`config.mk`:
```
export PLATFORM = sky130hd
export DESIGN_NAME = ipml_fifo_frame_reader
export DESIGN_NICKNAME = d
export VERILOG_FILES = /design/src/rtl/ipml_fifo_frame_reader.sv
export SDC_FILE = /design/constraint.sdc
export NUM_CORES = 1
export LEC_CHECK = 0
export CAP_MARGIN = 15
export CORE_MARGIN = 1.5
export CORE_UTILIZATION = 61
export DETAILED_ROUTE_END_ITERATION = 16
export GPL_ROUTABILITY_DRIVEN = 0
export PLACE_DENSITY = 0.85
export SYNTH_ARGS = -nofsm -noshare
export SYNTH_HDL_FRONTEND = slang
export SYNTH_SLANG_ARGS = --single-unit
```
`constraint.sdc`:
```
create_clock -name rd_clk -period 4.3 [get_ports rd_clk]
set_input_delay 0.43 -clock rd_clk [delete_from_list [all_inputs] [get_ports rd_clk]]
set_output_delay 0.43 -clock rd_clk [all_outputs]
set_load 0.05 [all_outputs]
```
`src/rtl/ipml_fifo_frame_reader.sv`:
```
`default_nettype none
// ============================================================================
// ipml_fifo_frame_reader
// Drains FRAME_LEN words from the sample FIFO into a header-led valid/ready frame.
// Rev 1.0
// ============================================================================
module ipml_fifo_frame_reader #(
  parameter int         DATA_WIDTH = 32,
  parameter int         FRAME_LEN  = 256,
  parameter int         RD_LATENCY = 1,
  parameter logic [7:0] HDR_TAG    = 8'hA5
) (
  input  logic                  rd_clk,
  input  logic                  rd_rst_n,
  input  logic                  start,
  input  logic [DATA_WIDTH-1:0] fifo_rd_data,
  input  logic                  fifo_rd_empty,
  output logic                  fifo_rd_en,
  output logic [DATA_WIDTH-1:0] m_data,
  output logic                  m_valid,
  input  logic                  m_ready,
  output logic                  m_last,
  output logic                  busy,
  output logic                  frame_done,
  output logic [15:0]           frame_cnt
);

  typedef enum logic [1:0] {
    S_IDLE = 2'd0,
    S_HDR  = 2'd1,
    S_PAY  = 2'd2,
    S_DONE = 2'd3
  } state_t;

  localparam logic [16:0] LEN      = 17'(FRAME_LEN);
  localparam logic [16:0] LAST_IDX = 17'(FRAME_LEN - 1);

  state_t                state_q, state_d;
  logic [DATA_WIDTH-1:0] buf_q [4];
  logic [DATA_WIDTH-1:0] buf_d [4];
  logic [1:0]            wr_ptr_q, wr_ptr_d, rd_ptr_q, rd_ptr_d;
  logic [2:0]            occ_q, occ_d;
  logic [RD_LATENCY-1:0] pipe_q, pipe_d;
  logic [16:0]           req_cnt_q, req_cnt_d, beat_cnt_q, beat_cnt_d;
  logic [15:0]           frame_cnt_q, frame_cnt_d;
  logic                  busy_q, busy_d, frame_done_q, frame_done_d;

  logic                  in_hdr, in_pay, buf_nonempty, push, pop, payload_last;
  logic [2:0]            in_flight;
  logic [DATA_WIDTH-1:0] hdr_word;

  // Reads issued but not yet landed in the buffer; reserves their slots.
  always_comb begin
    in_flight = '0;
    for (int i = 0; i < RD_LATENCY; i++) begin
      in_flight = in_flight + 3'(pipe_q[i]);
    end
  end

  always_comb begin
    in_hdr       = (state_q == S_HDR);
    in_pay       = (state_q == S_PAY);
    buf_nonempty = (occ_q != 3'd0);
    payload_last = (beat_cnt_q == LAST_IDX);
    fifo_rd_en   = (in_hdr || in_pay) && !fifo_rd_empty && (req_cnt_q < LEN)
                   && (({1'b0, occ_q} + {1'b0, in_flight}) < 4'd4);
    push         = pipe_q[RD_LATENCY-1];
    pop          = in_pay && buf_nonempty && m_ready;

    hdr_word                    = '0;
    hdr_word[DATA_WIDTH-1 -: 8] = HDR_TAG;
    hdr_word[15:0]              = frame_cnt_q;

    m_valid = in_hdr || (in_pay && buf_nonempty);
    m_last  = in_pay && buf_nonempty && payload_last;
    if (in_hdr) begin
      m_data = hdr_word;
    end else if (in_pay) begin
      m_data = buf_q[rd_ptr_q];
    end else begin
      m_data = '0;
    end
  end

  always_comb begin
    state_d      = state_q;
    buf_d        = buf_q;
    wr_ptr_d     = wr_ptr_q;
    rd_ptr_d     = rd_ptr_q;
    req_cnt_d    = req_cnt_q;
    beat_cnt_d   = beat_cnt_q;
    frame_cnt_d  = frame_cnt_q;
    busy_d       = busy_q;
    frame_done_d = 1'b0;
    pipe_d       = RD_LATENCY'({pipe_q, fifo_rd_en});

    if (push) begin
      buf_d[wr_ptr_q] = fifo_rd_data;
      wr_ptr_d        = wr_ptr_q + 2'd1;
    end
    if (pop) begin
      rd_ptr_d   = rd_ptr_q + 2'd1;
      beat_cnt_d = beat_cnt_q + 17'd1;
    end
    occ_d = occ_q + 3'(push) - 3'(pop);
    if (fifo_rd_en) begin
      req_cnt_d = req_cnt_q + 17'd1;
    end

    case (state_q)
      S_IDLE: begin
        if (start) begin
          state_d    = S_HDR;
          busy_d     = 1'b1;
          req_cnt_d  = '0;
          beat_cnt_d = '0;
        end
      end
      S_HDR: begin
        if (m_ready) begin
          state_d = S_PAY;
        end
      end
      S_PAY: begin
        if (pop && payload_last) begin
          state_d      = S_DONE;
          frame_done_d = 1'b1;
          frame_cnt_d  = frame_cnt_q + 16'd1;
        end
      end
      S_DONE: begin
        state_d = S_IDLE;
        busy_d  = 1'b0;
      end
      default: state_d = S_IDLE;
    endcase
  end

  always_ff @(posedge rd_clk or negedge rd_rst_n) begin
    if (!rd_rst_n) begin
      state_q      <= S_IDLE;
      for (int i = 0; i < 4; i++) buf_q[i] <= '0;
      wr_ptr_q     <= '0;
      rd_ptr_q     <= '0;
      occ_q        <= '0;
      pipe_q       <= '0;
      req_cnt_q    <= '0;
      beat_cnt_q   <= '0;
      frame_cnt_q  <= '0;
      busy_q       <= 1'b0;
      frame_done_q <= 1'b0;
    end else begin
      state_q      <= state_d;
      for (int i = 0; i < 4; i++) buf_q[i] <= buf_d[i];
      wr_ptr_q     <= wr_ptr_d;
      rd_ptr_q     <= rd_ptr_d;
      occ_q        <= occ_d;
      pipe_q       <= pipe_d;
      req_cnt_q    <= req_cnt_d;
      beat_cnt_q   <= beat_cnt_d;
      frame_cnt_q  <= frame_cnt_d;
      busy_q       <= busy_d;
      frame_done_q <= frame_done_d;
    end
  end

  assign busy       = busy_q;
  assign frame_done = frame_done_q;
  assign frame_cnt  = frame_cnt_q;

endmodule
`default_nettype wire
```
==> results.py <==
metrics = {
    "outcome": {
        "status": "complete, no violations",
    },
    "logic_synthesis": {
        "synth_area_per_cell_sq_um": 13.7,
        "synth-compound-area-share_pct": 2.60,
        "syn_nets": 695,
        "synthTopCellsByCount": "190 x dfrtp_1, 130 x mux2_2, 34 x nand2_1, 33 x nor2_1, 32 x mux4_2",
        "ys_types": 43,
        "muxShareOfSynthArea_pct": 25.1,
        "yosysWarnings": 0,
        "synthAdderAreaFrac_pct": 2.37,
        "synth-seq-area-share_pct": 54.2,
        "synthXorXnorAreaFrac_pct": 4.10,
        "synth_edf_count": 0,
        "synth.most_common_cell": "dfrtp_1",
        "async_flop_share_pct": 100,
        "ys_top_cells_by_area": "dfrtp_1 54%, mux2_2 17%, mux4_2 8.2%",
        "synth-simple-area-share_pct": 9.53,
        "synthesis.instances": 642,
        "ys_ff_latch": 190,
        "synth-main-ff-cell": "dfrtp_1",
        "synth_top_area_share_pct": 54.2,
        "synth_top_family_by_area": "multiplexers",
        "netlist_area_sq_mm": 0.00877,
        "yosys.area.top_type": "dfrtp_1",
    },
    "layout": {
        "drive_gt1_share_pct": 28.6,
        "diodes": 0,
        "layout.area.seq_sq_mm": 0.00476,
        "final_cells": 921,
        "final_area_sq_mm": 0.0104,
        "final.fill_count": 885,
        "syn2layout_area_growth_pct": 18.9,
        "nets": 782,
        "multi_input_area_sq_mm": 0.00384,
    },
    "cts": {
        "post_cts_buffers": 0,
        "cts_tree": "done",
        "cts_hold_buf": 0,
        "cts_sinks": 190,
        "clk_latency_ns": 0.44,
        "root_buffer": "clkbuf_16",
        "cts.clk_slew.worst_paths_ns": 0.07,
        "cts_buffer_depth": 2,
        "cts_buffers": 17,
        "htree_levels": 4,
        "cts_resized": 0,
    },
    "global_routing": {
        "grt_max_degree": 100,
        "grt_pass1_wl_microns": 30700,
        "grt_overflow": 0,
        "grt_util_all_layers_pct": 27.2,
        "grt_pass1_vias": 5912,
        "antenna_found_initial": 0,
    },
    "timing": {
        "relSlewSlack_pct": 29.5,
        "tightest_slew_ns": 1.05,
        "min_period_ns": 3.73,
        "fmax_mhz": 268,
        "timing_hold_violations_final": 0,
        "grt_setup_unrepaired": "false",
        "slew_viol_final": 0,
        "period_share_pct": 86.8,
        "finalSetupViolations": 0,
        "finClkSkew_ns": 0.0100,
        "fin_tns_setup_ns": 0,
    },
    "placed_design": {
        "io_buffers": 89,
        "post-place-cells": 890,
        "postPlaceCellArea_sq_mm": 0.00985,
        "dp_hpwl_microns": 12600,
    },
    "route": {
        "vias": 5534,
        "drtAntennaViolNets": 0,
        "dr.max_layer_used": "met4",
        "wire_per_inst_microns": 20.3,
        "met2_length_microns": 9770,
        "wl_met1_microns": 7620,
        "first_pass_iters": 4,
        "routed_wl_microns": 18700,
        "vias_per_cell": 6.01,
        "drcViolationCount": 0,
        "first_iter_violations": 333,
        "wl_met3_microns": 981,
    },
    "worst_setup_path": {
        "worstPathCellList": "inv_1, ha_1, nor2b_2, buf_4, a22o_1, clkdlybuf4s50_1",
        "crit_buf_inv": 3,
        "crit_required_ns": 3.87,
        "criticalPathCategory": "reg -> out",
        "r2r_setup_slack_ns": 1.29,
        "slowest_stage": "clkdlybuf4s50_1",
        "worstPathArrival_ns": 3.30,
        "critPathTopFamily": "buffers and inverters",
        "worstPathMaxFanout": 18,
        "critPathMaxStageDelay_ns": 0.80,
        "end_kind": "primary output",
        "cp-start-kind": "register",
    },
    "worst_hold_path": {
        "hp-class": "in -> async",
    },
    "floorplan": {
        "row_count": 43,
        "ios": 90,
        "start_util_pct": 62.9,
        "die_area_sq_mm": 0.0151,
        "die_h_microns": 123,
        "core_sq_mm": 0.0139,
        "die_x_microns": 123,
    },
    "run": {
        "maxCapViolations": 0,
    },
    "pwr": {
        "power_leakage_nw": 4.46,
        "power_mw": 7.77,
        "peakVddDrop_mv": 0.524,
        "power.density_mw_per_mm2": 745,
    },
}
==> flip-flops by register name, indices dropped and copies added (netlist names) <==
| name | count |
|---|---|
| pipe_q | 1 |
| req_cnt_q | 17 |
| state_q | 2 |
| occ_q | 3 |
| rd_ptr_q | 2 |
| frame_cnt | 16 |
| busy | 1 |
| buf_q | 128 |
| frame_done | 1 |
| wr_ptr_q | 2 |
| beat_cnt_q | 17 |
==> kinds of logic (layout without fill, tap and decap cells) <==
logic type,Yosys count,after routing
AO/OA/AOI/OAI,29,29
adder cells (fa/ha/maj),16,16
AND/OR/NAND/NOR,157,157
buffers and inverters,45,144
XOR/XNOR,41,41
multiplexers,164,164
flip-flops,190,190
==> per-stage QoR <==
stage	utilization (%)	setup slack, ns	hold WS, ns
2_1_floorplan	-	1.76	0.134
3_3_place_gp	70.7	1.19	0.481
3_5_place_dp	70.7	1.08	0.491
4_1_cts	74.8	0.578	0.126
5_1_grt	74.8	0.384	0.154
6_report	74.8	0.566	0.0630
==> worst register-to-register path, cell delays in order (launching register included) <==
cell	delay [ns]
dfrtp_1	0.42
inv_1	0.13
ha_1	0.37
o311ai_2	0.32
clkinv_1	0.27
nand3_1	0.24
or4_1	0.81
nor2_1	0.21
xor2_1	0.17
==> metal layers <==
metal  vias up  track usage (%)
met1      2883             35.6
met3        25             6.13
li1       2479                -
met5         -                0
met2       147             44.8
met4         0             10.2
==> where the power goes <==
group,switching [mW],total [mW],internal [mW]
Sequential,0.489,2.98,2.49
Clock,0.646,1.54,0.898
Combinational,1.63,3.25,1.62
==> path summary, 6_finish.rpt <==
kind | start | end | depth (start not counted)
max in group asynchronous | rd_rst_n | buf_q[18] | 2
min in group rd_clk | buf_q[39] | buf_q[39] | 1
setup reg to reg | state_q[0] | frame_cnt[5] | 8
hold reg to reg | buf_q[39] | buf_q[39] | 1
hold / removal | rd_rst_n | beat_cnt_q[8] | 1
setup / recovery | state_q[1] | m_data[7] | 6
==> layout by cell type, fill, tap and decap left out, types with 2 or more instances in the layout <==
master	synthesis	layout
bufinv_16	0	2
and3_1	5	5
clkdlybuf4s50_1	0	88
o21ai_0	4	4
nand3_1	15	15
mux2_2	130	130
ha_1	15	15
or4_1	3	3
dfrtp_1	190	189
xnor2_1	25	25
and2_1	22	22
nor3_1	2	2
or3_1	2	2
mux2i_1	2	2
nand4_1	12	12
and4_2	3	3
inv_1	12	12
a21oi_1	4	4
and4_1	2	2
mux4_2	32	32
clkinv_2	0	2
nor2_1	33	33
clkbuf_8	0	3
buf_4	0	10
nor4_1	10	10
nand2_1	34	34
nor2_2	4	4
a22o_1	16	16
clkinvlp_4	0	2
xor2_1	16	16
nor3b_1	2	2
clkbuf_1	14	5
clkbuf_16	0	17
==> cell type report <==
type	count	area share [%]
Timing Repair Buffer	100	9.47
Multi-Input combinational cell	407	36.8
Inverter	13	0.468
Sequential cell	190	45.6
Tap cell	180	2.16
Clock buffer	25	4.66
Clock inverter	6	0.816
Power figures use the tool's default switching activity.
